$ cat src/rtl/aes_ctrl_pkg.sv
// Shared definitions for the AES round controller.
//   key_len_e  : 2-bit key length encoding carried on key_len
//   NR_*       : number of cipher rounds per key length
//   ctrl_state_e : controller FSM state (exposed for debug)
//   key_nr()   : key length to round count
package aes_ctrl_pkg;

    typedef enum logic [1:0] {
        KEY_128 = 2'd0,
        KEY_192 = 2'd1,
        KEY_256 = 2'd2,
        KEY_BAD = 2'd3
    } key_len_e;

    localparam logic [3:0] NR_128 = 4'd10;
    localparam logic [3:0] NR_192 = 4'd12;
    localparam logic [3:0] NR_256 = 4'd14;

    typedef enum logic {
        ST_IDLE = 1'b0,
        ST_CALC = 1'b1
    } ctrl_state_e;

    // KEY_BAD never reaches here (requests with it are dropped);
    // it maps to NR_128 only to keep the function total.
    function automatic logic [3:0] key_nr(input key_len_e kl);
        logic [3:0] nr;
        case (kl)
            KEY_192: nr = NR_192;
            KEY_256: nr = NR_256;
            default: nr = NR_128;
        endcase
        return nr;
    endfunction

endpackage

$ cat src/rtl/aes_round_timer.sv
// Phase / round counters for the AES round controller.
//   clear      : force phase=0, round=0 (idle)
//   load       : start a block, phase=0, round=1
//   run        : advance phase, wrapping into the next round
//   round      : current round number (0 when cleared)
//   phase_zero : phase is 0 (first clock of a round)
//   phase_last : phase is CLK_PER_ROUND-1 (last clock of a round)
// Priority: clear > load > run.
module aes_round_timer #(
    parameter int CLK_PER_ROUND = 4
) (
    input  logic       clk,
    input  logic       rst_n,
    input  logic       clear,
    input  logic       load,
    input  logic       run,
    output logic [3:0] round,
    output logic       phase_zero,
    output logic       phase_last
);

    localparam int PW = (CLK_PER_ROUND > 1) ? $clog2(CLK_PER_ROUND) : 1;

    logic [PW-1:0] phase;

    assign phase_zero = (phase == '0);
    assign phase_last = (phase == PW'(CLK_PER_ROUND - 1));

    always_ff @(posedge clk or negedge rst_n) begin
        if (!rst_n) begin
            phase <= '0;
            round <= 4'd0;
        end else if (clear) begin
            phase <= '0;
            round <= 4'd0;
        end else if (load) begin
            phase <= '0;
            round <= 4'd1;
        end else if (run) begin
            if (phase_last) begin
                phase <= '0;
                round <= round + 4'd1;
            end else begin
                phase <= phase + PW'(1);
            end
        end
    end

endmodule

$ cat src/rtl/aes_round_control.sv
// AES round sequencer: accepts one-cycle block requests, steps through
// NR rounds of CLK_PER_ROUND clocks each and flags the result.
//   clk, rst_n     : clock, async active-low reset
//   kill           : synchronous abort to IDLE (clears pending slot)
//   in_en, key_len : block request and its key length
//   start          : pulse, first cycle of a block
//   round_idx      : current round 1..NR, 0 when idle
//   key_ready      : pulse, phase 0 of every round
//   en_mixcol      : high for the whole final round
//   out_en         : pulse, result valid
//   busy           : block in rounds
//   in_ready       : a new in_en will be accepted
//   collision_irq  : pulse, request dropped (no free slot)
//   mode_err       : pulse, request dropped (key_len=3)
//   state_dbg      : FSM state for debug
// Handshake: a request is taken when in_en=1 and in_ready=1 in the same
// cycle; in_en while in_ready=0 is dropped and reported via collision_irq.
module aes_round_control
    import aes_ctrl_pkg::*;
#(
    parameter int CLK_PER_ROUND = 4,
    parameter int PEND_EN       = 1
) (
    input  logic        clk,
    input  logic        rst_n,
    input  logic        kill,
    input  logic        in_en,
    input  logic [1:0]  key_len,
    output logic        start,
    output logic [3:0]  round_idx,
    output logic        key_ready,
    output logic        en_mixcol,
    output logic        out_en,
    output logic        busy,
    output logic        in_ready,
    output logic        collision_irq,
    output logic        mode_err,
    output ctrl_state_e state_dbg
);

    ctrl_state_e state;
    logic [3:0]  nr_q;
    logic        slot_full;
    logic [1:0]  slot_key;
    logic        start_q, out_en_q, collision_q, mode_err_q;

    logic [3:0]  round;
    logic        phase_zero, phase_last;

    logic        key_bad, accept, block_done, launch;
    logic [1:0]  launch_key;
    logic        t_clear, t_load, t_run;

    always_comb begin
        in_ready   = 1'b1;
        if (state == ST_CALC)
            in_ready = (PEND_EN != 0) ? ~slot_full : 1'b0;
        key_bad    = (key_len == KEY_BAD);
        accept     = in_en & in_ready & ~key_bad;
        block_done = (state == ST_CALC) & phase_last & (round == nr_q);
        // A finishing block hands over to the pending slot first; with the
        // slot empty a request arriving in that same cycle launches directly.
        launch     = ((state == ST_IDLE) & accept) |
                     (block_done & (slot_full | accept));
        launch_key = (block_done & slot_full) ? slot_key : key_len;
        t_clear    = kill | (block_done & ~launch);
        t_load     = ~kill & launch;
        t_run      = (state == ST_CALC);
    end

    aes_round_timer #(
        .CLK_PER_ROUND (CLK_PER_ROUND)
    ) u_timer (
        .clk        (clk),
        .rst_n      (rst_n),
        .clear      (t_clear),
        .load       (t_load),
        .run        (t_run),
        .round      (round),
        .phase_zero (phase_zero),
        .phase_last (phase_last)
    );

    always_ff @(posedge clk or negedge rst_n) begin
        if (!rst_n) begin
            state       <= ST_IDLE;
            nr_q        <= 4'd0;
            slot_full   <= 1'b0;
            slot_key    <= 2'd0;
            start_q     <= 1'b0;
            out_en_q    <= 1'b0;
            collision_q <= 1'b0;
            mode_err_q  <= 1'b0;
        end else if (kill) begin
            state       <= ST_IDLE;
            nr_q        <= 4'd0;
            slot_full   <= 1'b0;
            start_q     <= 1'b0;
            out_en_q    <= 1'b0;
            collision_q <= 1'b0;
            mode_err_q  <= 1'b0;
        end else begin
            start_q     <= launch;
            out_en_q    <= block_done;
            collision_q <= in_en & ~in_ready;
            mode_err_q  <= in_en & in_ready & key_bad;

            if (launch) begin
                state <= ST_CALC;
                nr_q  <= key_nr(key_len_e'(launch_key));
            end else if (block_done) begin
                state <= ST_IDLE;
            end

            if (block_done & slot_full) begin
                slot_full <= 1'b0;
            end else if ((state == ST_CALC) & ~block_done & accept) begin
                slot_full <= 1'b1;
                slot_key  <= key_len;
            end
        end
    end

    assign busy          = (state == ST_CALC);
    assign round_idx     = busy ? round : 4'd0;
    assign key_ready     = busy & phase_zero;
    assign en_mixcol     = busy & (round == nr_q);
    assign start         = start_q;
    assign out_en        = out_en_q;
    assign collision_irq = collision_q;
    assign mode_err      = mode_err_q;
    assign state_dbg     = state;

endmodule

$ cat config.mk
export PLATFORM = sky130hd
export DESIGN_NAME = aes_round_control
export DESIGN_NICKNAME = d
export VERILOG_FILES = /design/src/rtl/aes_ctrl_pkg.sv /design/src/rtl/aes_round_timer.sv /design/src/rtl/aes_round_control.sv
export SDC_FILE = /design/constraint.sdc
export NUM_CORES = 1
export LEC_CHECK = 0
export BUFFER_PORTS_ARGS = -buffer_cell sky130_fd_sc_hd__clkbuf_2
export CAP_MARGIN = 15
export CORE_AREA = 2 2 46 48
export CTS_CLUSTER_SIZE = 40
export DETAILED_ROUTE_END_ITERATION = 10
export DIE_AREA = 0 0 48 50
export GPL_TIMING_DRIVEN = 0
export PLACE_DENSITY = 0.81
export SLEW_MARGIN = 25
export SYNTH_ARGS = -nofsm -noshare
export SYNTH_HDL_FRONTEND = slang
export SYNTH_SLANG_ARGS = --single-unit
$ cat constraint.sdc
create_clock -name clk -period 2.4 [get_ports clk]
set_input_delay 0.36 -clock clk [delete_from_list [all_inputs] [get_ports clk]]
set_output_delay 0.36 -clock clk [all_outputs]
set_load 0.02 [all_outputs]
# Word-level counts from Yosys, hierarchy flattened
# Index checks and enable logic that the tools add are counted.
# classes
addsub,2
n_eq_ne,5
mux,24
bitwise_logic,26
n_reduce_logical,8
# ops
op,n
$mux 4,7
$and 1x1->1,15
$reduce_bool 3->1,4
$mux 1,11
$mux 2,5
$not 1->1,8
$eq 2x2->1 const B,3
$pmux 3 s2,1
$add 4x1->4 const B,1
$eq 4x4->1,1
$or 1x1->1,3
$reduce_and 3->1,1
$add 2x1->2 const B,1
$eq 2x1->1 const B,1
$logic_not 2->1,1
$reduce_and 2->1,1
$reduce_bool 2->1,1
# totals
ff_bits,18
input_bits,6
elab_cells,75

# Depth between registers and ports, before layout
# logic_depth
ltp_word,12
depth_mapped,7
depth_no_buf,6

# Hierarchy
# From an unflattened synthesis, not the netlist that was laid out.
# hier_totals
cells_unflattened,93
hier_area_um2,969.7
# by_module_without_submodules
mod,n_inst,cells_per_inst,area_each_um2,seq_area_each_um2
aes_round_control,1,62,660.6,275.3
aes_round_timer,1,31,309.0,150.1

# Worst setup path after synthesis
# Ideal clock, no wire load.
# synth_timing
path_kind,register to register
startpoint,register u_timer.round[3]
endpoint,register nr_q[2]
setup_ps,99
t_arrival_ps,2017
required_time_ps,2301
slack_ps,283
path_stages_with_launch,7
path_buffers,0
cell_sequence,dfrtp_1 -> xor2_1 -> nor4_4 -> and3_1 -> mux2_1 -> ha_1 -> a311oi_1
# synth_between
elab_chain_len,8
word_cells_on_any_way,12
cone_classes,eq/ne (3); mux (4); bitwise (4); reduce/logical (1)
# synth_rtl
element,line_no,text
from (decl),aes_round_timer.sv:17,"output logic [3:0] round,"
from (signal assigned),aes_round_timer.sv:42,round <= round + 4'd1;
$eq 4x4->1 (*),aes_round_control.sv:60,block_done = (state == ST_CALC) & phase_last & (round == nr_q);
$and 1x1->1 (*),aes_round_control.sv:60,
$and 1x1->1,aes_round_control.sv:65,launch_key = (block_done & slot_full) ? slot_key : key_len;
$mux 2,aes_round_control.sv:65,
$eq 2x2->1 / $eq 2x1->1 (equally long branches),aes_ctrl_pkg.sv:28,case (kl)
$pmux 3 s2,aes_ctrl_pkg.sv:28,
$mux 4,aes_round_control.sv:108,if (launch) begin
$mux 4,aes_round_control.sv:94,end else if (kill) begin
to (signal assigned),aes_round_control.sv:110,nr_q <= key_nr(key_len_e'(launch_key));
to (decl),aes_round_control.sv:42,logic [3:0] nr_q;
# Every way passes the cells marked *; elsewhere a longest branch is shown, timed or not. The select of a mux whose other input is x is not followed.
# A chain may end at the register's enable or synchronous reset.

# Worst setup path in the final report
# layout_timing
startpoint,register u_timer.round[1]
endpoint,register nr_q[2]
# The elaborated chain is that of the path after synthesis.

==> flow_summary_export.csv <==
group,metric,value,unit
cells_and_area,fillers,176,
clocking,cts_root_buf,"clkbuf_4",
pwr,leakage,0.5502,nW
cells_and_area,regArea,425.4,sq um
worst_setup_path,required,2.61,ns
synth,synth_edf_count,0,
min_path,worstHoldPathCells,2,
worst_setup_path,critPathBufInv,0,
timing,finalSetupTns,0,ns
worst_setup_path,slowest_stage,"dfrtp_1",
synth,synth_common_cells,"17 x dfrtp_1, 10 x nor2_1, 6 x a21oi_1, 6 x and2_1",
timing,rsz0062_at_grt,"false",
flow_run,cap_viol_max_count,0,
min_path,hold_start,"key_len[1]",
place,port_buffers,18,
worst_setup_path,timing.critical_path.from,"u_timer.round[1]",
cells_and_area,drive_gt1_frac,0.2807,
synth,synthCells,88,
synth,synth_warnings,0,
cells_and_area,antennaDiodeCount,0,
worst_setup_path,path_depth,6,
min_path,hold_path.class,"in2reg",
pwr,power.density,554.5,mW/mm^2
clocking,cts_sinks,17,
place,dpl.hpwl,1301,um
synth,ys_types,30,
timing,whs,0.3014,ns
detailed_routing,vias,719,
worst_setup_path,worstSetupStartpointType,"flop",
detailed_routing,route.met2.wl,834,um
detailed_routing,drc,0,
synth,synth_most_common_cell,"dfrtp_1",
timing,finalClockSkew,0.001100,ns
global_route,grt-ovfl-total,0,
worst_setup_path,reg2reg_depth,6,
worst_setup_path,crit_arrival,2.48,ns
cells_and_area,area_growth_syn_to_layout,19.89,%
global_route,grt_use_total,0.1676,
detailed_routing,routed.top_layer,"met4",
clocking,insertion_delay,0.30,ns
clocking,htreeDepth,1,
floorplan,fp.dieArea,0.002400,sq mm
detailed_routing,drtIter0Drc,11,
detailed_routing,met1_length,800,um
cells_and_area,layout.nets,125,
detailed_routing,routed-wl-met3,63,um
synth,synth_fp_nets,98,
global_route,grt_max_degree,18,
clocking,cts_buffers,3,
pwr,power.switching,0.1881,mW
clocking,cts.clk_slew.worst_paths,0.10,ns
clocking,cts_tree,"done",
synth,yosysTopAreaCell,"dfrtp_1",
synth,ys_ff_latch,17,
timing,hold_violations,0,
synth,ys.flop_type,"dfrtp_1",
synth,async_flop_share,1.000,
floorplan,std_cell_rows,16,
synth,synthesis.area,930.9,sq um
place,dpl_worst_slack,0.1146,ns
floorplan,start_util,0.4895,
worst_setup_path,critical_path.max_fanout,5,
worst_setup_path,worstSetupEndpointType,"flop",
detailed_routing,final_antenna_net_count,0,
worst_setup_path,crit_type,"reg2reg",
synth,yosysSeqAreaShare,0.4570,
timing,setup_ws,0.1320,ns
global_route,antenna_found_initial,0,
pwr,switching_share,0.3040,
pwr,internal-power,0.4307,mW
detailed_routing,wirelength,1730,um
synth,synth_top_area_share,0.4570,
synth,avgSynthCellArea,10.58,sq um
global_route,grt_pass1_vias,681,
run_status,status,"finished clean",
pwr,clkPwrFrac,0.256,
detailed_routing,wl_per_cell,12.27,um
detailed_routing,dr.pass1.iters,4,
floorplan,core_area,0.001902,sq mm
worst_setup_path,rr_startpoint,"u_timer.round[1]",
timing,fmax,440.9,MHz
timing,slew_headroom,0.7057,
timing,setup_viol,0,
pwr,pwr-share-comb,0.216,
pwr,pwr-share-seq,0.528,
place,gp_congestion,0.7677,
floorplan,chipWidth,48,um
timing,period_minus_slack,2.268,ns
timing,max_slew.worst_pin.slew,0.4399,ns
timing,fin_crit_sh,0.9450,
floorplan,io_pins,19,
floorplan,die_height,50,um
clocking,clockBufferDepth,2,
synth,synth.area.top_cells,"dfrtp_1 46%, ha_1 5.4%, xor2_1 4.7%",
worst_setup_path,crit_chain,"xor2_1 > nor4_4 > and3_1 > mux2_1 > ha_1 > a311oi_1",
timing,slew_viol_final,0,
cells_and_area,multi_input_area,467.9,sq um
pwr,ir_drop,305.8,uV
global_route,grt_pass1_wl,2898,um
worst_setup_path,cp_top_family,"simple AND/OR/NAND/NOR gates",
worst_setup_path,slowest_delay,0.44,ns
detailed_routing,viasPerCell,5.099,
sequential cells by signal (all words and copies together), names as in the netlist:
signal	flops
u_timer.round	4
slot_full	1
start	1
mode_err	1
slot_key	2
out_en	1
nr_q	3
collision_irq	1
busy	1
u_timer.phase	2
power by group through the flow:
stage	registers (mW)	logic, mW	clock network [mW]
floorplan	0.332	0.0821	0
global placement	0.331	0.115	0
detailed placement	0.333	0.119	0
CTS	0.327	0.121	0.163
global route	0.330	0.148	0.171
finish	0.327	0.133	0.158
logic make-up (layout without fill, tap and decap cells):
kind of cell    after synthesis  count (layout)  synth area share
compound gates               15              15            0.1344
fa+ha+maj                     4               4           0.05377
mux                           6               6           0.06855
simple gates                 32              32            0.1989
xor+xnor                      5               5           0.04704
flops                        17              17            0.4570
buf+inv                       9              35           0.04033
path summary, 6_finish.rpt:
kind	endpoint	slack (ns)
worst max-delay path	nr_q[2]	0.13
worst min-delay path	slot_key[1]	0.30
worst max register to register	nr_q[2]	0.13
worst min register to register	slot_key[1]	0.50
max in group asynchronous	u_timer.phase[1]	1.59
min in group asynchronous	start	0.51
layout by cell type (no fill, tap or decap), types with 2 or more instances in the layout:
cell,n
nor2_1,10
a21oi_1,6
nand2_1,5
inv_1,3
a311oi_1,2
and2_1,6
mux2_1,3
dfrtp_1,17
clkbuf_2,19
clkbuf_4,3
nand2b_1,4
ha_1,4
clkbuf_1,2
buf_4,4
mux2i_1,3
xor2_1,5
layout make-up:
type                            instances  area share
Buffer                                  5     0.02130
Sequential cell                        17      0.3812
Tap cell                               27     0.03027
Timing Repair Buffer                   22      0.1099
Multi-Input combinational cell         62      0.4193
Clock inverter                          1    0.004484
Inverter                                4     0.01345
Clock buffer                            3     0.02018
timing repair:
| item | 4_1_cts | 5_1_grt |
|---|---|---|
| setup endpoints to repair | 0 | 1 |
| endpoints found under the hold margin | 17 | 0 |
| hold buffers | 1 | 0 |
| resized for setup | 0 | 1 |
| buffers inserted | 0 | 3 |
layer usage:
| metal | track usage | vias up |
|---|---|---|
| met2 | 0.2556 | 16 |
| met4 | 0.06757 | 0 |
| met3 | 0.03297 | 3 |
| met1 | 0.2258 | 345 |
| li1 | - | 355 |
| met5 | 0 | - |
per-stage QoR:
stage	cell area (sq um)	std cells	util	power, mW
5_1_grt	1116	141	0.5868	0.6484
3_3_place_gp	1055	133	0.5546	0.4461
2_1_floorplan	930.9	88	-	0.4142
3_5_place_dp	1055	133	0.5546	0.4514
6_report	1116	141	0.5868	0.6188
4_1_cts	1092	138	0.5743	0.6106
(Power assumes the default switching activity.)
